`config.mk`:
```
export PLATFORM = sky130hd
export DESIGN_NAME = qclk_load_ctrl
export DESIGN_NICKNAME = d
export VERILOG_FILES = /design/src/rtl/qclk_pkg.sv /design/src/rtl/rr_arbiter.sv /design/src/rtl/qclk_load_ctrl.sv
export SDC_FILE = /design/constraint.sdc
export NUM_CORES = 1
export LEC_CHECK = 0
export CORE_MARGIN = 8
export CORE_UTILIZATION = 50
export DETAILED_ROUTE_END_ITERATION = 7
export GPL_TIMING_DRIVEN = 1
export PLACE_DENSITY = 0.95
export SYNTH_ARGS = -nofsm -noshare
export SYNTH_HDL_FRONTEND = slang
export SYNTH_SLANG_ARGS = --single-unit
export TNS_END_PERCENT = 1
```
`constraint.sdc`:
```
create_clock -name clk -period 7.75 [get_ports clk]
set_clock_uncertainty 0.1 [all_clocks]
set_input_delay 0.775 -clock clk [delete_from_list [all_inputs] [get_ports clk]]
set_output_delay 0.775 -clock clk [all_outputs]
set_load 0.02 [all_outputs]
```
`src/rtl/qclk_pkg.sv`:
```
// ---------------------------------------------------------------------------
// qclk_pkg
// Shared definitions for the qclk load controller and its arbiter.
//   qclk_state_t       : controller FSM state encoding
//   QCLK_WIDTH_DEFAULT : default qclk counter width
//   HOLDOFF_W          : width of the holdoff down-counter (holds 0..15)
// ---------------------------------------------------------------------------
package qclk_pkg;

  typedef enum logic [1:0] {
    ST_IDLE    = 2'd0,
    ST_GRANT   = 2'd1,
    ST_HOLDOFF = 2'd2
  } qclk_state_t;

  localparam int QCLK_WIDTH_DEFAULT = 32;
  localparam int HOLDOFF_W          = 4;

endpackage

```
`src/rtl/rr_arbiter.sv`:
```
// ---------------------------------------------------------------------------
// rr_arbiter
// Purely combinational round-robin selector. The search starts at index
// ptr and wraps from N_REQ-1 back to 0; the first asserted request wins.
// Ports:
//   req       : in  [N_REQ-1:0]  request vector
//   ptr       : in  [IDX_W-1:0]  index where the search begins
//   grant     : out [N_REQ-1:0]  one-hot winner (all zero if no request)
//   grant_idx : out [IDX_W-1:0]  binary index of the winner
//   any       : out              at least one request is pending
// ---------------------------------------------------------------------------
module rr_arbiter #(
  parameter int N_REQ = 4,
  parameter int IDX_W = $clog2(N_REQ)
) (
  input  logic [N_REQ-1:0] req,
  input  logic [IDX_W-1:0] ptr,
  output logic [N_REQ-1:0] grant,
  output logic [IDX_W-1:0] grant_idx,
  output logic             any
);

  // Walk the requesters starting at ptr; candidate indices are reduced
  // modulo N_REQ by a single subtraction since ptr < N_REQ always holds.
  always_comb begin
    int               cand;
    logic [IDX_W-1:0] cand_idx;
    grant     = '0;
    grant_idx = '0;
    any       = 1'b0;
    cand      = 0;
    cand_idx  = '0;
    for (int off = 0; off < N_REQ; off++) begin
      cand = int'(ptr) + off;
      if (cand >= N_REQ) cand = cand - N_REQ;
      cand_idx = IDX_W'(cand);
      if (!any && req[cand_idx]) begin
        any             = 1'b1;
        grant_idx       = cand_idx;
        grant[cand_idx] = 1'b1;
      end
    end
  end

endmodule

```
`src/rtl/qclk_load_ctrl.sv`:
```
// ---------------------------------------------------------------------------
// qclk_load_ctrl
// Arbitrates several requesters that want to load a new value into the
// qclk counter. A winner is picked round-robin from IDLE, acknowledged on
// the same edge, and its value (+1 to cover the capture cycle) is strobed
// to the counter one cycle later. HOLDOFF idle cycles follow every load.
// Ports:
//   clk         : in   sole clock, rising edge
//   rst         : in   asynchronous reset, active low
//   req         : in   [N_REQ-1:0]        level requests, held until ack
//   req_val     : in   [N_REQ*WIDTH-1:0]  slice i is requester i's value
//   ack         : out  [N_REQ-1:0]        one-cycle consume pulse
//   load_enable : out  one-cycle load strobe
//   in_val      : out  [WIDTH-1:0]        load value, zero when no strobe
//   busy        : out  controller is occupied with a load/holdoff
//   load_cnt    : out  [15:0] saturating load counter, present only when
//                 QCLK_LOAD_CTRL_LOAD_CNT_EN is defined
// ---------------------------------------------------------------------------
module qclk_load_ctrl
  import qclk_pkg::*;
#(
  parameter int WIDTH   = QCLK_WIDTH_DEFAULT,
  parameter int N_REQ   = 4,
  parameter int HOLDOFF = 2
) (
  input  logic                   clk,
  input  logic                   rst,
  input  logic [N_REQ-1:0]       req,
  input  logic [N_REQ*WIDTH-1:0] req_val,
  output logic [N_REQ-1:0]       ack,
  output logic                   load_enable,
  output logic [WIDTH-1:0]       in_val,
`ifdef QCLK_LOAD_CTRL_LOAD_CNT_EN
  output logic [15:0]            load_cnt,
`endif
  output logic                   busy
);

  localparam int IDX_W = $clog2(N_REQ);
  localparam logic [HOLDOFF_W-1:0] HOLD_LAST = HOLDOFF_W'((HOLDOFF > 0) ? HOLDOFF - 1 : 0);

  qclk_state_t          state, next_state;
  logic [IDX_W-1:0]     rr_ptr, ptr_d;
  logic [HOLDOFF_W-1:0] hold_cnt, hold_cnt_d;
  logic [WIDTH-1:0]     latched_val, latch_d;
  logic [N_REQ-1:0]     ack_q, ack_d;
  logic                 load_en_q, load_en_d;
  logic [WIDTH-1:0]     in_val_q, in_val_d;
  logic                 busy_q, busy_d;
  logic [N_REQ-1:0]     win_onehot;
  logic [IDX_W-1:0]     win_idx;
  logic                 win_any;

  rr_arbiter #(
    .N_REQ (N_REQ),
    .IDX_W (IDX_W)
  ) u_arb (
    .req       (req),
    .ptr       (rr_ptr),
    .grant     (win_onehot),
    .grant_idx (win_idx),
    .any       (win_any)
  );

  // State register; reset drops straight back to IDLE, aborting any load.
  always_ff @(posedge clk or negedge rst) begin
    if (!rst) state <= ST_IDLE;
    else      state <= next_state;
  end

  // Next-state logic. GRANT skips HOLDOFF entirely when no holdoff is set.
  always_comb begin
    next_state = state;
    case (state)
      ST_IDLE:    if (win_any) next_state = ST_GRANT;
      ST_GRANT:   next_state = (HOLDOFF == 0) ? ST_IDLE : ST_HOLDOFF;
      ST_HOLDOFF: if (hold_cnt == '0) next_state = ST_IDLE;
      default:    next_state = ST_IDLE;
    endcase
  end

  // Output and datapath next values. All outputs are registered, so ack
  // appears with the GRANT state and the load strobe one cycle later.
  // busy covers the whole occupied window up to the cycle the controller
  // is able to accept the next request.
  always_comb begin
    ack_d      = '0;
    load_en_d  = 1'b0;
    in_val_d   = '0;
    busy_d     = (state != ST_IDLE) || (next_state != ST_IDLE);
    hold_cnt_d = hold_cnt;
    ptr_d      = rr_ptr;
    latch_d    = latched_val;
    case (state)
      ST_IDLE: begin
        if (win_any) begin
          ack_d   = win_onehot;
          latch_d = req_val[win_idx*WIDTH +: WIDTH];
          ptr_d   = (win_idx == IDX_W'(N_REQ - 1)) ? '0 : win_idx + 1'b1;
        end
      end
      ST_GRANT: begin
        load_en_d  = 1'b1;
        in_val_d   = latched_val + 1'b1;
        hold_cnt_d = HOLD_LAST;
      end
      ST_HOLDOFF: begin
        if (hold_cnt != '0) hold_cnt_d = hold_cnt - 1'b1;
      end
      default: ;
    endcase
  end

  // Registered outputs and datapath state, all cleared by reset.
  always_ff @(posedge clk or negedge rst) begin
    if (!rst) begin
      ack_q       <= '0;
      load_en_q   <= 1'b0;
      in_val_q    <= '0;
      busy_q      <= 1'b0;
      hold_cnt    <= '0;
      rr_ptr      <= '0;
      latched_val <= '0;
    end else begin
      ack_q       <= ack_d;
      load_en_q   <= load_en_d;
      in_val_q    <= in_val_d;
      busy_q      <= busy_d;
      hold_cnt    <= hold_cnt_d;
      rr_ptr      <= ptr_d;
      latched_val <= latch_d;
    end
  end

  assign ack         = ack_q;
  assign load_enable = load_en_q;
  assign in_val      = in_val_q;
  assign busy        = busy_q;

`ifdef QCLK_LOAD_CTRL_LOAD_CNT_EN
  // Counts load strobes, sticking at all-ones instead of wrapping.
  always_ff @(posedge clk or negedge rst) begin
    if (!rst)                                   load_cnt <= '0;
    else if (load_en_q && (load_cnt != 16'hFFFF)) load_cnt <= load_cnt + 16'd1;
  end
`endif

endmodule
```
Yosys cells after proc, flatten, opt, wreduce, memory -nomap -nowiden
Index checks and enable logic that the tools add are counted.
{ "totals": {"regBits": 78, "input_bits": 134, "memories": 0, "out_inout_bits": 38, "mem_bits_rw": 0, "latchBits": 0, "romBits": 0} }
{ "op_classes": {"shift": 1, "muxes": 42, "n_mul": 0, "div_mod_pow": 0, "n_eq_ne": 4, "add_sub_neg": 10, "n_bitwise": 3, "magnitude_cmp": 12, "n_reduce_logical": 19} }
{ "op_table": {"columns": ["cell", "n"], "rows": [
  ["128-bit by 8-bit variable part select with 32-bit output", 1],
  ["32-bit by 1-bit adder with 32-bit output, second input constant", 1],
  ["32-bit 2-to-1 mux", 1],
  ["4-bit 2-to-1 mux", 7],
  ["2-bit 2-to-1 mux", 11],
  ["1-bit 2-to-1 mux", 13],
  ["2-bit by 3-bit < comparator with 1-bit output, second input constant", 4],
  ["4-bit OR", 3],
  ["3-bit greater-or-equal comparator, second input constant", 3],
  ["1-bit binary-select mux with 2-bit select", 4],
  ["1-bit demux with 2-bit select", 4],
  ["2-bit by 1-bit greater-or-equal comparator with 1-bit output, second input constant", 4],
  ["4-bit case mux with 2 select lines", 1],
  ["2-bit by 1-bit subtractor with 2-bit output, second input constant", 4],
  ["1-bit logical AND", 7],
  ["2-bit by 2-bit adder with 3-bit output, second input constant", 2],
  ["2-bit case mux with 3 select lines", 1],
  ["2-bit nonzero test", 3],
  ["2-bit equality test, second input constant", 2],
  ["4-bit zero test", 1],
  ["2-bit AND reduction", 2],
  ["4-bit nonzero test", 1],
  ["4-bit by 1-bit subtractor with 4-bit output, second input constant", 1],
  ["2-bit by 1-bit adder with 3-bit output, second input constant", 1],
  ["other kinds (7)", 9]
]} }

Logic depth before layout (Yosys ltp)
Gate-level depths: netlist (run 1).
{ "depth": {"depth_word": 18, "ltp_mapped": 12, "mapped_depth_nobuf": 8} }

Modules after synthesis
A second synthesis (run 1) with hierarchy kept.
{ "hier_totals": {"cells_unflattened": 371, "area_unflattened_um2": 4515.6} }
{ "by_module_without_submodules": {"columns": ["module", "cells_per_inst", "area_each_um2", "instances", "seq_area_each_um2"], "rows": [
  ["qclk_load_ctrl", 326, 4096.4, 1, 1951.9],
  ["rr_arbiter", 45, 419.2, 1, 0.0]
]} }

Worst setup path after synthesis (run 1)
No wires, ideal clock.
{ "synth_timing": {"path_kind": "register -> register", "startpoint": "register rr_ptr[0]", "endpoint": "register latched_val[0]", "required_time_ps": 7524, "stages_incl_launch_ff": 12, "path_buffers": 4, "arrival_ps": 3185, "setup_slack_ps": 4339, "period_less_slack_ps": 3411, "cell_sequence": "dfrtp_1 > buf_2 > buf_2 > inv_1 > ha_1 > buf_6 > mux4_2 > a31oi_4 > o21ai_4 > buf_6 > mux2_4 > a221o_1"} }
{ "synth_via": {"elab_chain_len": 15, "word_cells_on_any_way": 39} }
{ "synth_lines": {"columns": ["element", "line_no", "rtl"], "rows": [
  ["start, declared", "qclk_load_ctrl.sv:43", "logic [IDX_W-1:0] rr_ptr, ptr_d;"],
  ["start signal, assigned", "qclk_load_ctrl.sv:130", "rr_ptr <= ptr_d;"],
  ["branches (longest 15 deep; another with 2-bit by 1-bit adder with 3-bit output)", null, null],
  ["end signal, assigned", "qclk_load_ctrl.sv:131", "latched_val <= latch_d;"],
  ["end, declared", "qclk_load_ctrl.sv:45", "logic [WIDTH-1:0] latched_val, latch_d;"]
]} }
Several ways; the timed one is not identified. The select of a mux whose other input is x is not followed.
A chain may end at the register's enable or synchronous reset.

Final worst setup path (run 1)
{ "layout_timing": {"startpoint": "register rr_ptr[0]", "endpoint": "register latched_val[30]"} }
Same word-level chain as after synthesis.

==> reports/summary.txt, run 1 <==
Status: complete, no violations
Seq/Total Area, Yosys: 39.60%
Post-CTS resize count: 0
Setup CP Type: flip-flop to flip-flop
Max Slew Vio Count: 0
Root Driver: clkbuf_8
Setup bufs post-CTS: 0
Final Net Count: 795
Drt drc: 0
Cell Int Power: 1.479 mW
Worst reg2reg setup slack: 3320 ps
Post-layout util: 71.05%
Final WS setup: 3318 ps
WHS Path Cells: 1
Fin Hold WS: 409.3 ps
Clk buf depth: 2
All-Layer GR Usage: 22.19%
R2R cell count: 8
Initial core utilization: 50.89%
Num ports: 172
Vias: 4688
Antenna viol nets, final: 0
Post-synth EDFFs: 0
VDD IR max: 371.7 uV
Pre-CTS setup slack: 3334 ps
Later-pin clock latency in the skew report: 340 ps
Mapped Area: 4928 um2
Top cell type's share of synthesized area: 39.60%
Layout cells sized above 1: 6.860%
Final setup vio count: 0
Total core area: 9684 um2
CTS tree: yes
Pwr Density: 384.3 nW/um2
Post-layout min period: 4432 ps
Worst rel slew slack: 17.80%
Sequential share of power: 29.5%
Total nets after synthesis: 650
Syn_area_per_cell: 9.740 um2
Worst path required time: 7880 ps
Top_reg_cell synth: dfrtp_1
Hold endpoint: hold_cnt[0]
Vias per cell: 5.942
Overflow after GRT: 0
Placement row count: 36
FILL cells: 704
Worst slew pin tran: 1228 ps
Syn Inst Count: 506
Worst Path Max Fanout: 81
Initial antenna violation count: 0
Synth top area cells: dfrtp_1, mux2_1, mux2_4
Net Sw Power: 1.166 mW
CTS Buf Count: 9
Type of origin of the critical path: flip-flop
Yosys top cell by area: dfrtp_1
Die height: 115.3 um
GP Congestion: 0.8186
Cell with the most instances after synthesis: dfrtp_1
Drt total wl: 15.13 mm
H-tree Lvls: 3
Clock sinks: 78
Largest net degree at the start of global routing: 84
Period utilisation layout: 57.19%
Combinational fraction of design power: 57.2%
Clock transition at path regs: 90 ps
Drt wl/cell: 19.17 um
Setup TNS Final: 0 ps
Sw frac: 44.08%
First-pass GRT wire length: 23.36 mm
Hold_sp: hold_cnt[0]
Die width: 115.3 um
Fmax: 225.6 MHz
Antenna Cells: 0
Die area: 13290 um2
Crit Reg-Reg Startpoint: rr_ptr[0]
Register bit total from synthesis: 78
Cts hold-fix bufs: 0
Detail Placement HPWL: 11.22 mm
First-iteration detailed-routing DRC count: 361
CP arrival: 4560 ps
Vias in the first global route: 4789
RR Endpoint: latched_val[30]
Area grow syn2layout: 39.60%
Min-delay worst type: flip-flop to flip-flop
I/O Buffers: 171
Synth cell types: 43
Worst setup EP type: flip-flop
Ys Warns: 0
Commonest cells post-synth: dfrtp_1, nor2_1, nand2_1
RSZ-0062 raised after global routing: no
Pre-Repair DR Iteration Count: 6
Clk pwr share: 13.3%
Synth async-reset ratio: 100.0%
Final Hold Viols: 0
Max_cap viols: 0
Static Leak: 2.868 nW
-- area by class of cell --
| cell class | count | area (um2) | share of cell area [%] |
|---|---|---|---|
| tap | 133 | 166.4 | 2.419 |
| inverter | 10 | 37.54 | 0.5456 |
| clock buffer | 10 | 137.6 | 2.000 |
| sequential | 78 | 1952 | 28.37 |
| multi-input combinational | 377 | 2755 | 40.04 |
| clock inverter | 6 | 92.59 | 1.346 |
| timing repair buffer | 175 | 1739 | 25.28 |
-- placed cells by master, fill, tap and decap left out, types with 19 or more instances in the layout --
cell,instances
o21ai_0,25
nand2_1,33
nor3_1,21
xor2_1,22
clkdlybuf4s50_1,170
mux2i_1,19
nor2_1,48
dfrtp_1,78
a211o_1,19
-- metrics by stage --
step,power [mW],instance area (um2),cells
2_1_floorplan,1.855,4928,506
4_1_cts,2.637,6880,789
5_1_grt,2.812,6880,789
3_5_place_dp,2.282,6650,773
3_3_place_gp,2.206,6650,773
6_report,2.644,6880,789
-- power by group through the flow --
stage / sequential (mW) / combinational, mW / clock (mW)
after floorplan: 0.783 / 1.07 / 0
after global placement: 0.766 / 1.44 / 0
after detailed placement: 0.779 / 1.50 / 0
after CTS: 0.774 / 1.51 / 0.351
after global routing: 0.797 / 1.65 / 0.369
final: 0.780 / 1.51 / 0.350
-- logic make-up (layout without fill, tap and decap cells) --
kind of cell | Yosys count | after routing | synth area share (%)
compound gates | 115 | 115 | 17.26
simple gates | 164 | 164 | 16.15
buf+inv | 51 | 201 | 4.773
xor+xnor | 32 | 32 | 5.687
fa+ha+maj | 10 | 10 | 2.539
flops | 78 | 78 | 39.60
mux | 56 | 56 | 13.99
-- state kept, by name, summed over array words and instances (netlist names) --
register     flops
rr_ptr           2
ack              4
load_enable      1
hold_cnt         4
busy             1
in_val          32
state            2
latched_val     32
-- critical path, cell delays in order (launching register included) --
cell,delay [ps]
dfrtp_1,880
inv_1,250
ha_1,490
mux4_2,640
a31oi_4,560
o21ai_4,90
buf_4,450
mux4_2,580
mux2_2,270
-- worst max path at each step --
stage                     startpoint              end  slack, ps  cells past startpoint
after floorplan            rr_ptr[0]   latched_val[0]       4340                     11
after global routing       rr_ptr[0]  latched_val[30]       3090                      8
after CTS                  rr_ptr[0]  latched_val[30]       3320                      8
after detailed placement   rr_ptr[0]  latched_val[30]       3330                      8
after global placement     rr_ptr[0]  latched_val[30]       3470                      8
final                      rr_ptr[0]  latched_val[30]       3320                      8
-- layer usage --
layer / wire length [um] / vias to the layer above / part of all wire [%] / GRT usage, %
li1: - / 2157 / - / -
met1: 5841 / 2218 / 39 / 25.56
met2: 7523 / 272 / 50 / 38.74
met3: 1260 / 41 / 8.3 / 4.884
met4: 500 / 0 / 3.3 / 9.720
met5: 0 / - / 0 / 0
(Power assumes the default switching activity.)
==> run 2: changes to the inputs <==
--- a/config.mk
+++ b/config.mk
@@ -6,10 +6,10 @@
 export NUM_CORES = 1
 export LEC_CHECK = 0
 export CORE_MARGIN = 8
-export CORE_UTILIZATION = 50
+export CORE_UTILIZATION = 42
 export DETAILED_ROUTE_END_ITERATION = 7
 export GPL_TIMING_DRIVEN = 1
-export PLACE_DENSITY = 0.95
+export PLACE_DENSITY = 0.88
 export SYNTH_ARGS = -nofsm -noshare
 export SYNTH_HDL_FRONTEND = slang
 export SYNTH_SLANG_ARGS = --single-unit
==> constraint.sdc (replaced) <==
create_clock -name clk -period 3.7 [get_ports clk]
set_clock_uncertainty 0.1 [all_clocks]
set_input_delay 0.37 -clock clk [delete_from_list [all_inputs] [get_ports clk]]
set_output_delay 0.37 -clock clk [all_outputs]
set_load 0.02 [all_outputs]
==> run 2 against run 1 <==
  * Total power is 110% higher
  * Combinational power is 120% higher
  * Cell count is 1.6% higher
  * Critical path type unchanged
  * Largest power group unchanged
  * Highest routed layer unchanged
==> reports/summary.txt, run 2 (same netlist as run 1, synthesis figures left out) <==
Die area: 15460 um2 (+16%)
Cts hold-fix bufs: 0 (unchanged)
Pwr Density: 809.2 nW/um2 (+110%)
Drt drc: 0 (unchanged)
Pre-Repair DR Iteration Count: 5 (-1)
Final instance area: 6982 um2 (+1.5%)
R2R cell count: 8 (unchanged)
Setup CP Type: flip-flop to flip-flop
Antenna Cells: 0 (unchanged)
Clk buf depth: 2 (unchanged)
Worst reg2reg setup slack: 220 ps (-3100 ps)
Vias per cell: 5.640 (-5.1%)
Initial core utilization: 43.16% (-7.7 points)
CTS Buf Count: 9 (unchanged)
Placement row count: 39 (+8.3%)
Layout cells sized above 1: 7.132% (+0.27 points)
Area grow syn2layout: 41.66%
Post-layout util: 61.14% (-9.9 points)
Total core area: 11420 um2 (+18%)
Clock transition at path regs: 60 ps (-30 ps)
Placement Cell Area: 6705 um2 (+0.83%)
Final Net Count: 799 (+0.50%)
CP arrival: 3590 ps (-970 ps)
Vias: 4523 (-3.5%)
Root Driver: clkbuf_16
FILL cells: 943 (+34%)
Detail Placement HPWL: 11.45 mm (+2.1%)
Worst setup EP type: flip-flop
Later-pin clock latency in the skew report: 330 ps (about the same)
VDD IR max: 521.1 uV (+40%)
Drt total wl: 14.99 mm (-0.93%)
Worst path required time: 3810 ps (-4070 ps)
Setup bufs post-CTS: 0 (unchanged)
Num ports: 172 (unchanged)
First-iteration detailed-routing DRC count: 372 (+3.0%)
Antenna viol nets, final: 0 (unchanged)
Post-CTS resize count: 0 (unchanged)
Status: complete, no violations
Setup TNS Final: 0 ps (unchanged)
Type of origin of the critical path: flip-flop
Overflow after GRT: 0 (unchanged)
Min-delay worst type: input port to asynchronous set/reset pin
Power Total: 5.650 mW (+110%)
Die height: 124.3 um (+7.8%)
Final Hold Viols: 0 (unchanged)
Crit Reg-Reg Startpoint: rr_ptr[1]
RR Endpoint: latched_val[6]
CTS tree: yes
Vias in the first global route: 4690 (-2.1%)
Die width: 124.3 um (+7.8%)
All-Layer GR Usage: 18.76% (-3.4 points)
Worst slew pin tran: 1261 ps (+32.72 ps)
Fmax: 287.0 MHz (+27%)
Static Leak: 2.912 nW (+1.6%)
Worst rel slew slack: 15.61% (-2.2 points)
Period utilisation layout: 94.16% (+37 points)
Drt wl/cell: 18.69 um (-2.5%)
Post-layout min period: 3484 ps (-948.1 ps)
Leading cell types in the layout, fill and taps excluded: clkdlybuf4s50_1, dfrtp_1, nor2_1
Final setup vio count: 0 (unchanged)
Largest net degree at the start of global routing: 79 (-6.0%)
I/O Buffers: 171 (unchanged)
Clock sinks: 78 (unchanged)
Register Area: 1952 um2 (unchanged)
Initial antenna violation count: 0 (unchanged)
Commonest non-fill, non-tap cell in the layout: clkdlybuf4s50_1
RSZ-0062 raised after global routing: no
Max_cap viols: 0 (unchanged)
Area of the multi-input gates: 2755 um2 (unchanged)
Worst Path Max Fanout: 66 (-19%)
GP Congestion: 0.9229 (+13%)
First-pass GRT wire length: 24.17 mm (+3.5%)
H-tree Lvls: 3 (unchanged)
Max Slew Vio Count: 0 (unchanged)
-- run 2: changes by cell type in the layout (fill, tap and decap cells not counted), sizes merged --
cell	delta
clkinv	+1
buf	+4
bufinv	-2
clkbuf	+2
inv	-2
-- run 2: stage by stage --
stage                     cells  hold WS, ps  setup slack, ps
final                       802        90.97            216.1
after global routing        802        174.5            44.66
after CTS                   802        139.9            260.9
after detailed placement    787        389.9            261.3
after global placement      787        376.5            369.0
after floorplan             506       -25.59            289.3
-- run 2: worst max path at each step --
| stage | slack (ps) | end | from |
|---|---|---|---|
| global placement | 370 | latched_val[3] | req[3] |
| detailed placement | 260 | latched_val[12] | req[1] |
| global route | 40 | latched_val[6] | rr_ptr[1] |
| CTS | 260 | latched_val[9] | rr_ptr[1] |
| finish | 220 | latched_val[6] | rr_ptr[1] |
| floorplan | 290 | latched_val[0] | rr_ptr[0] |
-- run 2: cell type report --
type | count | share of cell area (%)
multi-input cells | 377 | 39.46
flip-flops and latches | 78 | 27.96
repair buffers | 179 | 25.52
clock buffers | 12 | 3.674
well taps | 143 | 2.563
inverters | 10 | 0.5376
clock inverters | 3 | 0.2867
-- run 2: layer usage --
| layer | share of wire, % | track usage [%] | wire length, um |
|---|---|---|---|
| met4 | 2.3 | 7.725 | 352 |
| met5 | 0 | 0 | 0 |
| met3 | 6.8 | 4.298 | 1022 |
| met2 | 48 | 31.20 | 7174 |
| met1 | 43 | 22.85 | 6436 |
-- run 2: where the power goes --
| group | switching [mW] | total (mW) | internal (mW) |
|---|---|---|---|
| sequential | 0.364 | 1.59 | 1.22 |
| combinational | 1.75 | 3.25 | 1.51 |
| clock | 0.323 | 0.808 | 0.486 |
| total | 2.43 | 5.65 | 3.22 |
-- run 2: critical path, cell delays in order, from the launching register on --
cell     delay, ps
dfrtp_1        570
inv_1          160
ha_1           430
mux4_2         640
a31oi_4        270
o21ai_4         80
buf_4          350
mux2_4         390
a221o_1        310
